<file path="config.mk">
export PLATFORM = sky130hd
export DESIGN_NAME = seq10010_tx
export DESIGN_NICKNAME = d
export VERILOG_FILES = /design/src/rtl/seq10010_tx.sv
export SDC_FILE = /design/constraint.sdc
export NUM_CORES = 1
export LEC_CHECK = 0
export ABC_AREA = 1
export ABC_CLOCK_PERIOD_IN_PS = 1700
export CORE_MARGIN = 4
export CORE_UTILIZATION = 35
export CTS_CLUSTER_DIAMETER = 30
export CTS_CLUSTER_SIZE = 40
export DETAILED_ROUTE_END_ITERATION = 7
export SLEW_MARGIN = 30
export SYNTH_ARGS = -nofsm -noshare
export SYNTH_HDL_FRONTEND = slang
export SYNTH_SLANG_ARGS = --single-unit
export TNS_END_PERCENT = 10
</file>
<file path="constraint.sdc">
create_clock -name clk -period 1.7 [get_ports clk]
set_input_delay 0.34 -clock clk [delete_from_list [all_inputs] [get_ports clk]]
set_output_delay 0.34 -clock clk [all_outputs]
set_load 0.1 [all_outputs]
</file>
<file path="src/rtl/seq10010_tx.sv">
// Bit-serial frame transmitter: preamble 1,0,0,1,0 then MSB-first payload, with
// bit stuffing and an idle gap so a 10010 detector fires once per frame.
module seq10010_tx #(
  parameter int WIDTH = 8,
  parameter int GAP   = 3
) (
  input  logic             clk,
  input  logic             rst,
  input  logic [WIDTH-1:0] din,
  input  logic             din_valid,
  output logic             din_ready,
  output logic             j,
  output logic             busy,
  output logic             stuff,
  output logic             frame_done
);

  localparam int CW = ($clog2(WIDTH + 1) > 3) ? $clog2(WIDTH + 1) : 3;
  localparam int GW = $clog2(GAP);
  localparam logic [CW-1:0] DATA_LAST = CW'(WIDTH);
  localparam logic [CW-1:0] PRE_LAST  = CW'(4);
  localparam logic [GW-1:0] GAP_MAX   = GW'(GAP - 1);
  localparam logic [3:0]    TRIGGER   = 4'b1001;

  typedef enum logic [1:0] {IDLE, PRE, DATA, TAIL} state_t;

  state_t           state, state_n;
  logic [3:0]       h;
  logic [WIDTH-1:0] sreg, sreg_n;
  logic [CW-1:0]    cnt, cnt_n, consumed;
  logic [GW-1:0]    gap_cnt, gap_n;
  logic             j_n, stuff_n, done_n, emit;

  assign busy      = (state != IDLE);
  assign din_ready = (state == IDLE) && (gap_cnt == GAP_MAX);

  // State describes the bit currently on j; h always includes that bit.
  always_ff @(posedge clk) begin
    if (!rst) begin
      state      <= IDLE;
      h          <= '0;
      sreg       <= '0;
      cnt        <= '0;
      gap_cnt    <= GAP_MAX;
      j          <= 1'b0;
      stuff      <= 1'b0;
      frame_done <= 1'b0;
    end else begin
      state      <= state_n;
      h          <= {h[2:0], j_n};
      sreg       <= sreg_n;
      cnt        <= cnt_n;
      gap_cnt    <= gap_n;
      j          <= j_n;
      stuff      <= stuff_n;
      frame_done <= done_n;
    end
  end

  // In PRE, cnt indexes the preamble bit on the line; in DATA it counts consumed payload bits.
  always_comb begin
    state_n  = state;
    sreg_n   = sreg;
    cnt_n    = cnt;
    gap_n    = gap_cnt;
    j_n      = 1'b0;
    stuff_n  = 1'b0;
    done_n   = 1'b0;
    emit     = 1'b0;
    consumed = cnt;

    unique case (state)
      IDLE: begin
        if (din_valid && din_ready) begin
          state_n = PRE;
          j_n     = 1'b1;
          cnt_n   = '0;
          sreg_n  = din;
        end else if (gap_cnt != GAP_MAX) begin
          gap_n = gap_cnt + 1'b1;
        end
      end
      PRE: begin
        if (cnt != PRE_LAST) begin
          j_n   = (cnt == CW'(2));
          cnt_n = cnt + 1'b1;
        end else begin
          state_n  = DATA;
          consumed = '0;
          emit     = 1'b1;
        end
      end
      DATA: emit = 1'b1;
      TAIL: begin
        state_n = IDLE;
        gap_n   = '0;
      end
      default: state_n = IDLE;
    endcase

    // A stuffed 1 breaks any 1001 history; it also forms the TAIL after the payload.
    if (emit) begin
      if (h == TRIGGER) begin
        j_n     = 1'b1;
        stuff_n = 1'b1;
        cnt_n   = consumed;
        state_n = (consumed == DATA_LAST) ? TAIL : DATA;
        done_n  = (consumed == DATA_LAST);
      end else if (consumed == DATA_LAST) begin
        state_n = IDLE;
        gap_n   = '0;
      end else begin
        state_n = DATA;
        j_n     = sreg[WIDTH-1];
        sreg_n  = sreg << 1;
        cnt_n   = consumed + 1'b1;
        done_n  = (consumed == DATA_LAST - 1'b1) && ({h[2:0], sreg[WIDTH-1]} != TRIGGER);
      end
    end
  end

endmodule

</file>
==> qor.csv <==
stage;metric;value;unit
synth;syn_area;1430;um2
final_layout;instances_no_fill;292;
placed_design;dpl_cell_area;1810;um2
global_routing;grt_max_degree;19;
floorplan;die_w;72.0;um
global_routing;grt_pass1_vias;1283;
sta;slew_headroom;82.7;%
critical_path;ff2ff_path_depth;10;
final_layout;area_delta_synth_final;32.0;%
floorplan;start_util;37.7;%
synth;synth_top_area_share;30.8;%
sta;fin_crit_sh;94.6;%
critical_path;crit_path_end_kind;primary output;
hold_path;min_from;h[2];
outcome;outcome;finished clean;
final_layout;final_area;1890;um2
floorplan;die_area;5180;um2
clock_tree;cts_root_buf;clkbuf_8;
drt;drc;0;
placed_design;placed_cells;288;
clock_tree;cts_tree;yes;
synth;ys_seq_area_share;30.8;%
global_routing;grt_overflow;0;
clock_tree;post_cts_buffers;0;
clock_tree;clk_latency;0.27;ns
placed_design;place_congestion;0.929;
clock_tree;ctsHoldBuffers;0;
sta;rsz0062_at_grt;true;
drt;drtPass1Iterations;4;
floorplan;io_pins;16;
critical_path;path_cells;inv_2 -> buf_4 -> ha_4 -> nand2_1 -> inv_2 -> buf_12;
flow_run;max_cap_viol_count;0;
critical_path;timing_worst_setup_path_type;register to primary output;
placed_design;io_buffers;15;
hold_path;whs_endpoint;h[3];
synth;synth_top_area_cell;dfxtp_1;
sta;tightest_slew;0.260;ns
critical_path;cp_slowest_cell;dfxtp_2;
critical_path;timing.rr.end;state[0];
pwr;leakage;0.000922;uW
floorplan;num_rows;22;
sta;fin_crit;1.61;ns
critical_path;start_kind;register;
synth;ys.warnings.count;0;
hold_path;hold_path.class;register to register;
sta;timing.final.ws_setup;0.0910;ns
critical_path;r2r_start;state[1];
synth;synth_cells;213;
drt;viasPerCell;4.66;
final_layout;layout_commonest_cell;nand2_1;
final_layout;antenna_cells;0;
pwr;power.density;1510;nW/um2
final_layout;fill_cells;399;
critical_path;cp.arrival;1.27;ns
floorplan;die_h;72.0;um
placed_design;dp_hpwl;2490;um
global_routing;grt_use_total;13.9;%
floorplan;coreArea;3800;um2
critical_path;crit_fanout;6;
critical_path;worstPathRequired;1.36;ns
critical_path;cpMostUsedCell;inv_2;
sta;setup_violations;0;
critical_path;r2r_setup_slack;0.10;ns
sta;fmax;0.621;GHz
hold_path;min_path_cells;2;
drt;post_drt_wl_per_cell;11.0;um
drt;antenna_left;0;
sta;fin_skew;0.00342;ns
critical_path;cp_slowest_stage_delay;0.34;ns
global_routing;grt_pass1_wl;5790;um
sta;setup_tns;0;ns
sta;hold_violations;0;
placed_design;dp_slack;0.0358;ns
pwr;ir_worst_vdd;1120;uV
clock_tree;clk_pin_slew;0.09;ns
drt;wl;3210;um
drt;detailroute.via_count;1360;
final_layout;finalNetCount;266;
final_layout;layout-drive-gt1-share;22.1;%
synth;postSynthAreaPerCell;6.72;um2
clock_tree;cts_buffers;3;
final_layout;final_cell_mix;nand2_1, nor2_1, inv_1;
clock_tree;cts_buffer_depth;2;
synth;yosys-top-cells-area;dfxtp_1, nand2_1, ha_1, inv_1, nor2_1;
synth;synth-seq-cells;22;
clock_tree;clock_sinks;22;
final_layout;final_util;49.7;%
sta;maxSlewViolCount;0;
global_routing;antenna_found_initial;0;
synth;synth_fp_nets;234;
clock_tree;htree_levels;1;
synth;synthDistinctLibCells;29;
drt;drtIter0Drc;48;
[flip-flops by register name, indices dropped and copies added, names as in the netlist, named ones only]
signal and flops:
sreg 8, gap_cnt 2, h 4, state 2, frame_done 1, stuff 1
cnt 3
[metal layers]
metal / GRT usage (%) / wire (um) / share of wire [%]
met1: 18.3 / 1590 / 50
met2: 23.1 / 1460 / 45
met3: 2.77 / 123 / 3.8
met4: 3.97 / 34 / 1.1
met5: 0 / 0 / 0
[worst max-delay path by stage]
stage,start,endpoint,cells after the start
finish,state[1],din_ready,6
detailed placement,din_valid,sreg[6],7
global placement,din_valid,sreg[6],7
floorplan,state[1],cnt[2],9
global route,cnt[0],cnt[3],11
CTS,state[1],din_ready,6
[what timing repair did]
item                                   in CTS  in global routing
endpoints found under the hold margin       0                  0
gates resized for setup                     0                  6
setup endpoints to repair                   0                 15
[synthesized netlist by cell type]
| library cell | n |
|---|---|
| nand2_1 | 62 |
| inv_1 | 28 |
| nor2_1 | 26 |
| dfxtp_1 | 22 |
| o21ai_0 | 14 |
| nand3_1 | 11 |
| ha_1 | 10 |
| a21oi_1 | 6 |
| nand2_2 | 4 |
| inv_2 | 3 |
| nand2_4 | 3 |
| nand3b_1 | 2 |
| nand4_1 | 2 |
| nor2_4 | 2 |
| o2111ai_1 | 2 |
| o211ai_1 | 2 |
| o21ai_1 | 2 |
| a21oi_2 | 1 |
| a31oi_1 | 1 |
| a41oi_1 | 1 |
| buf_2 | 1 |
| buf_4 | 1 |
| buf_6 | 1 |
| clkbuf_1 | 1 |
| clkinv_1 | 1 |
| nand3_2 | 1 |
| nand3_4 | 1 |
| nand4_4 | 1 |
| o21ai_2 | 1 |
[area by class of cell]
type	count	area (um2)	share of cell area (%)
Clock inverter	1	30.0	1.59
Multi-Input combinational cell	155	867	45.9
Clock buffer	3	41.3	2.19
Inverter	32	128	6.75
Tap cell	48	60.1	3.18
Timing Repair Buffer	31	320	17.0
Sequential cell	22	443	23.4
[worst max-delay path: cells and delay by family (launching register included)]
| family | cells | cell delay (ns) |
|---|---|---|
| buf+inv | 4 | 0.39 |
| simple gates | 1 | 0.08 |
| flops | 1 | 0.34 |
| fa+ha+maj | 1 | 0.18 |
[through the flow]
step	power [uW]	hold slack, ns
floorplan	1860	0.420
global placement	2350	0.434
detailed placement	2350	0.437
CTS	2860	0.449
global route	3080	0.474
finish	2850	0.448
[cells by family (layout without fill, tap and decap cells)]
logic type	count (synthesis)	count (layout)	synth area share (%)
simple gates	115	115	37.9
buf+inv	36	67	10.3
compound gates	30	30	12.2
flops	22	22	30.8
fa+ha+maj	10	10	8.74
[where the power goes]
part	total (uW)	switching, uW	internal (uW)
logic	1610	981	624
registers	744	85.9	659
clock network	503	188	315
total	2850	1250	1600
No activity file was read; power rests on OpenSTA's default activity.
